File: config.mk
export PLATFORM = sky130hd
export DESIGN_NAME = lcd_test_seq
export DESIGN_NICKNAME = d
export VERILOG_FILES = /design/src/rtl/lcd_test_seq.sv
export SDC_FILE = /design/constraint.sdc
export NUM_CORES = 1
export LEC_CHECK = 0
export BUFFER_PORTS_ARGS = -buffer_cell sky130_fd_sc_hd__buf_4
export CORE_ASPECT_RATIO = 0.9
export CORE_MARGIN = 8
export CORE_UTILIZATION = 55
export DETAILED_ROUTE_END_ITERATION = 10
export GPL_TIMING_DRIVEN = 0
export PLACE_DENSITY = 0.82
export SLEW_MARGIN = 0
export SYNTH_ARGS = -nofsm -noshare
export SYNTH_HDL_FRONTEND = slang
export SYNTH_SLANG_ARGS = --single-unit
File: constraint.sdc
create_clock -name clk -period 3.2 [get_ports clk]
set_input_delay 0.96 -clock clk [delete_from_list [all_inputs] [get_ports clk]]
set_output_delay 0.96 -clock clk [all_outputs]
set_load 0.02 [all_outputs]
File: src/rtl/lcd_test_seq.sv
// lcd_test_seq: self-running LCD colour test pattern sequencer.
// Eight patterns are shown in turn, DWELL_FRAMES frames each, and the
// sequence starts on the first vs rising edge after reset. The sequence
// freezes while pause is high. Colour and lcd_de_o lag de/active_x/active_y
// by one clock.
// Optional feature: define LCD_SEQ_STEP_EN to let a step pulse request a
// manual advance. The request takes effect at the next frame boundary.
// When the macro is undefined, the step input is ignored.
module lcd_test_seq #(
  parameter int PIXEL_NUM    = 800,
  parameter int LINE_NUM     = 480,
  parameter int DWELL_FRAMES = 60
) (
  input  logic       clk,
  input  logic       rst,
  input  logic       vs,
  input  logic       de,
  input  logic [9:0] active_x,
  input  logic [9:0] active_y,
  input  logic       pause,
  input  logic       step,
  output logic [4:0] lcd_r,
  output logic [5:0] lcd_g,
  output logic [4:0] lcd_b,
  output logic       lcd_de_o,
  output logic [2:0] pattern_id,
  output logic [9:0] frame_cnt
);

  typedef enum logic [1:0] {
    ST_IDLE = 2'd0,
    ST_SHOW = 2'd1,
    ST_HOLD = 2'd2
  } state_t;

  state_t      state_r;
  state_t      state_next_s;
  logic        vs_q_r;
  logic        frame_tick_s;
  logic [2:0]  pattern_r;
  logic [2:0]  pattern_next_s;
  logic [9:0]  cnt_r;
  logic [9:0]  cnt_next_s;
  logic        step_req_s;
  logic [15:0] band_full_s;
  logic [15:0] grey_full_s;
  logic [2:0]  grey_s;
  logic [15:0] colour_s;
  logic [15:0] colour_r;
  logic        de_r;

  // A frame starts on the clock where vs is high and was low one clock earlier.
  assign frame_tick_s = vs & ~vs_q_r;

`ifdef LCD_SEQ_STEP_EN
  logic pending_r;

  // A step request also counts when step arrives in the same cycle as the frame tick.
  assign step_req_s = pending_r | step;

  // Hold a step request until the next frame tick. Drop any request that arrives while idle.
  always_ff @(posedge clk or posedge rst) begin
    if (rst) begin
      pending_r <= 1'b0;
    end else if (state_r == ST_IDLE) begin
      pending_r <= 1'b0;
    end else if (frame_tick_s) begin
      pending_r <= 1'b0;
    end else begin
      pending_r <= pending_r | step;
    end
  end
`else
  logic unused_step_s;

  assign unused_step_s = step;
  assign step_req_s    = 1'b0;
`endif

  // Registers for the state, the pattern index, the frame counter and the vs history.
  always_ff @(posedge clk or posedge rst) begin
    if (rst) begin
      state_r   <= ST_IDLE;
      pattern_r <= 3'd0;
      cnt_r     <= 10'd0;
      vs_q_r    <= 1'b0;
    end else begin
      state_r   <= state_next_s;
      pattern_r <= pattern_next_s;
      cnt_r     <= cnt_next_s;
      vs_q_r    <= vs;
    end
  end

  // Next state, pattern and dwell count. These change only on a frame tick, except for pause handling.
  always_comb begin
    state_next_s   = state_r;
    pattern_next_s = pattern_r;
    cnt_next_s     = cnt_r;
    case (state_r)
      ST_IDLE: begin
        if (frame_tick_s) begin
          state_next_s   = ST_SHOW;
          pattern_next_s = 3'd0;
          cnt_next_s     = 10'd0;
        end else begin
          state_next_s   = ST_IDLE;
        end
      end
      ST_SHOW, ST_HOLD: begin
        if (state_r == ST_SHOW) begin
          state_next_s = pause ? ST_HOLD : ST_SHOW;
        end else begin
          state_next_s = pause ? ST_HOLD : ST_SHOW;
        end
        if (frame_tick_s && step_req_s) begin
          // A manual step and dwell expiry in the same frame still advance the pattern by only one.
          pattern_next_s = 3'(pattern_r + 3'd1);
          cnt_next_s     = 10'd0;
        end else if (frame_tick_s && (state_r == ST_SHOW) && !pause) begin
          if (cnt_r >= 10'(DWELL_FRAMES - 1)) begin
            pattern_next_s = 3'(pattern_r + 3'd1);
            cnt_next_s     = 10'd0;
          end else begin
            cnt_next_s     = 10'(cnt_r + 10'd1);
          end
        end else begin
          cnt_next_s = cnt_r;
        end
      end
      default: begin
        state_next_s   = ST_IDLE;
        pattern_next_s = 3'd0;
        cnt_next_s     = 10'd0;
      end
    endcase
  end

  // Band index uses 16-bit arithmetic, so x*16 is not truncated before the divide.
  assign band_full_s = ({6'd0, active_x} << 4) / 16'(PIXEL_NUM);
  assign grey_full_s = ({6'd0, active_y} << 3) / 16'(LINE_NUM);
  assign grey_s      = (grey_full_s > 16'd7) ? 3'd7 : grey_full_s[2:0];

  // Choose the pixel colour from the current pattern. Output is black while idle.
  always_comb begin
    colour_s = 16'h0000;
    if (state_r == ST_IDLE) begin
      colour_s = 16'h0000;
    end else begin
      case (pattern_r)
        3'd0: colour_s = (band_full_s < 16'd16) ? (16'h8000 >> band_full_s[3:0]) : 16'h0000;
        3'd1: colour_s = 16'hF800;
        3'd2: colour_s = 16'h07E0;
        3'd3: colour_s = 16'h001F;
        3'd4: colour_s = 16'hFFFF;
        3'd5: colour_s = (active_x[5] ^ active_y[5]) ? 16'hFFFF : 16'h0000;
        3'd6: colour_s = {grey_s, grey_s[2:1], grey_s, grey_s, grey_s, grey_s[2:1]};
        3'd7: colour_s = 16'h0000;
        default: colour_s = 16'h0000;
      endcase
    end
  end

  // Register colour and de together. Colour is forced to black when de is low.
  always_ff @(posedge clk or posedge rst) begin
    if (rst) begin
      colour_r <= 16'h0000;
      de_r     <= 1'b0;
    end else begin
      colour_r <= de ? colour_s : 16'h0000;
      de_r     <= de;
    end
  end

  assign lcd_r      = colour_r[15:11];
  assign lcd_g      = colour_r[10:5];
  assign lcd_b      = colour_r[4:0];
  assign lcd_de_o   = de_r;
  assign pattern_id = pattern_r;
  assign frame_cnt  = cnt_r;

endmodule

==> flow_metrics.tcl <==
set metrics [dict create \
    routed_wl_um 7990 \
    overflow 0 \
    ys_seq_area_share_pct 31.5 \
    syn_avg_cell_area_um2 8.28 \
    grt_max_degree 34 \
    synth_area_leaders "dfrtp_1 32%, ha_1 4.8%, o21ai_0 4.6%" \
    root_buffer "clkbuf_8" \
    worstSetupEndpointType "register" \
    ff2ff_setup_slack_ps 170 \
    fin_nets 417 \
    violations "negative setup slack" \
    place_congestion 0.952 \
    synth_largest_area_cell "dfrtp_1" \
    cp.required_ps 3400 \
    io_pins 56 \
    cp.arrival_ps 3420 \
    grt_pass1_vias 2599 \
    cts_buffer_depth 2 \
    cp-start-kind "input pin" \
    synth_edf_count 0 \
    p_leak_nw 1.58 \
    yosysMostFrequentCell "dfrtp_1" \
    cts_made_buffers 5 \
    maxSlewHeadroom_pct 61.7 \
    track_usage_pct 20.8 \
    fin_crit_sh_pct 101 \
    io_buffers 48 \
    worstReg2RegEnd "colour_r[12]" \
    synth_top_area_share_pct 31.5 \
    cap_violations 0 \
    hold_class "register to register" \
    outcome "complete, but fails checks" \
    initial_utilization_pct 55.5 \
    clk-insertion-delay-late_ps 280 \
    antenna_cells 0 \
    clock_skew_ps 5.23 \
    worstSetupEndpoint "colour_r[7]" \
    antenna_found_initial 0 \
    vias_per_cell 6.39 \
    crit_path_start "active_x[4]" \
    cts_tree "built" \
    rsz0062_at_grt "yes" \
    wire_per_inst_um 17.9 \
    setup_viol 2 \
    ir_worst_vdd_uv 332 \
    path_max_fanout 10 \
    grt_pass1_wl_um 12200 \
    syn_to_final_growth_pct 35.2 \
    drtPass1Iterations 5 \
    synth.distinct_cells 70 \
    syn_inst 316 \
    synthesis.nets 352 \
    fin_crit_ps 3220 \
    finalMaxSlewViolations 0 \
    drcViolationCount 0 \
    via_count 2855 \
    criticalPathCategory "input pin to register" \
    core_area_um2 4710 \
    dieArea_um2 7230 \
    fin_area_um2 3540 \
    htree_levels 2 \
    final-seq-area_um2 826 \
    path_clk_slew_ps 70 \
    finalHoldViolCount 0 \
    synth_common_cells "33 x dfrtp_1, 29 x nor2_1, 24 x o21ai_0, 22 x nand2_1, 21 x a21oi_1" \
    post_dp_cell_area_um2 3090 \
    r2r_cells 9 \
    die_w_um 88.7 \
    async_reset_ff_share_pct 100 \
    ys.flop_type "dfrtp_1" \
    syn-cell-area_um2 2620 \
    multi_input_area_um2 1900 \
    dp_slack_ps -374 \
    clock_sinks 33 \
    ant_nets 0 \
    die_h_um 81.4 \
    finalPower_mw 1.99 \
    timing.fmax_mhz 311 \
    fp-row-count 24 \
    regToRegStartpoint "pattern_id[0]" \
    drive_above_1_share_pct 33.5 \
    dp_hpwl_um 5490 \
    yosys_register_bits 33 \
    synth_warnings 0 \
    nFillCells 337 \
    drtIter0Drc 276 \
    worstMarginPinSlew_ps 574 \
    power.density_nw_per_um2 561 \
    finalWorstSetupSlack_ps -20.4 \
]
==> per-layer routing <==
layer | up-vias | share of wire [%] | GRT usage (%)
met4 | 0 | 2.9 | 7.25
met2 | 182 | 49 | 34.0
met3 | 35 | 7.7 | 3.40
met5 | - | 0 | 0
li1 | 1308 | - | -
met1 | 1330 | 40 | 27.2
==> stage by stage <==
stage / utilization (%) / instances / setup TNS, ps / hold slack, ps
6_report: 75.1 / 447 / -39.8 / 524
5_1_grt: 75.1 / 447 / -348 / 562
4_1_cts: 70.9 / 442 / -2.26 / 517
3_5_place_dp: 65.6 / 429 / -4040 / 502
3_3_place_gp: 65.6 / 429 / -3780 / 496
2_1_floorplan: - / 316 / 0 / 488
==> where the power goes <==
group          switching, mW  internal (mW)  total, mW
Clock                  0.149          0.254      0.403
Combinational          0.634          0.394       1.03
Sequential            0.0561          0.500      0.556
==> worst min path at each step <==
stage,cells past startpoint,slack [ps],startpoint,end
3_5_place_dp,2,500,frame_cnt[5],frame_cnt[5]
4_1_cts,2,520,frame_cnt[5],frame_cnt[5]
5_1_grt,2,560,vs_q_r,state_r[0]
6_report,2,520,frame_cnt[5],frame_cnt[5]
3_3_place_gp,2,500,frame_cnt[5],frame_cnt[5]
2_1_floorplan,2,490,vs_q_r,state_r[0]
==> worst max-delay path, cell delays in order <==
cell      delay (ps)
buf_4            120
buf_4            160
nor3_2           370
mux2_2           250
nand3_1           90
a31o_4           270
o311a_4          150
or2_4            250
a211oi_4         380
buf_4            190
o211ai_1          80
a21boi_1         150
==> cells in the final DEF, fill, tap and decap left out, types with 4 or more instances in the layout <==
master | Yosys | layout
buf_4 | 3 | 65
o21ai_0 | 24 | 22
buf_6 | 2 | 4
nand2b_1 | 6 | 6
and2_1 | 8 | 8
nor3_1 | 7 | 6
a21oi_1 | 21 | 18
inv_1 | 9 | 9
nand3_1 | 12 | 10
and3_1 | 8 | 8
o22ai_1 | 5 | 4
or3_1 | 8 | 5
nor2b_1 | 8 | 8
dfrtp_1 | 33 | 33
ha_1 | 10 | 10
clkbuf_8 | 0 | 6
nor2_1 | 29 | 25
nand2_1 | 22 | 21
o21ai_1 | 3 | 4
a31oi_1 | 5 | 4
==> sequential cells by signal (all words and copies together) (netlist names) <==
| signal | count |
|---|---|
| vs_q_r | 1 |
| state_r | 2 |
| colour_r | 16 |
| frame_cnt | 10 |
| pattern_id | 3 |
| lcd_de_o | 1 |
==> final cells by class <==
cell class / instances / area share (%)
buffer: 14 / 3.18
clock buffer: 7 / 2.44
clock inverter: 1 / 0.848
inverter: 11 / 1.17
multi-input combinational: 257 / 53.7
sequential: 33 / 23.3
tap: 65 / 2.30
timing repair buffer: 59 / 13.1
==> cell families after synthesis <==
kind of cell / synth area share [%]
multiplexers: 0.860
AO/OA/AOI/OAI: 28.1
flip-flops: 31.5
AND/OR/NAND/NOR: 27.5
buffers and inverters: 5.07
XOR/XNOR: 1.34
adder cells (fa/ha/maj): 5.54
==> repair_timing <==
item	4_1_cts	5_1_grt
setup buffers	5	5
pin swaps	6	14
hold buffers	0	0
endpoints found under the setup margin	7	14
resized for setup	19	32
Power figures use the tool's default switching activity.
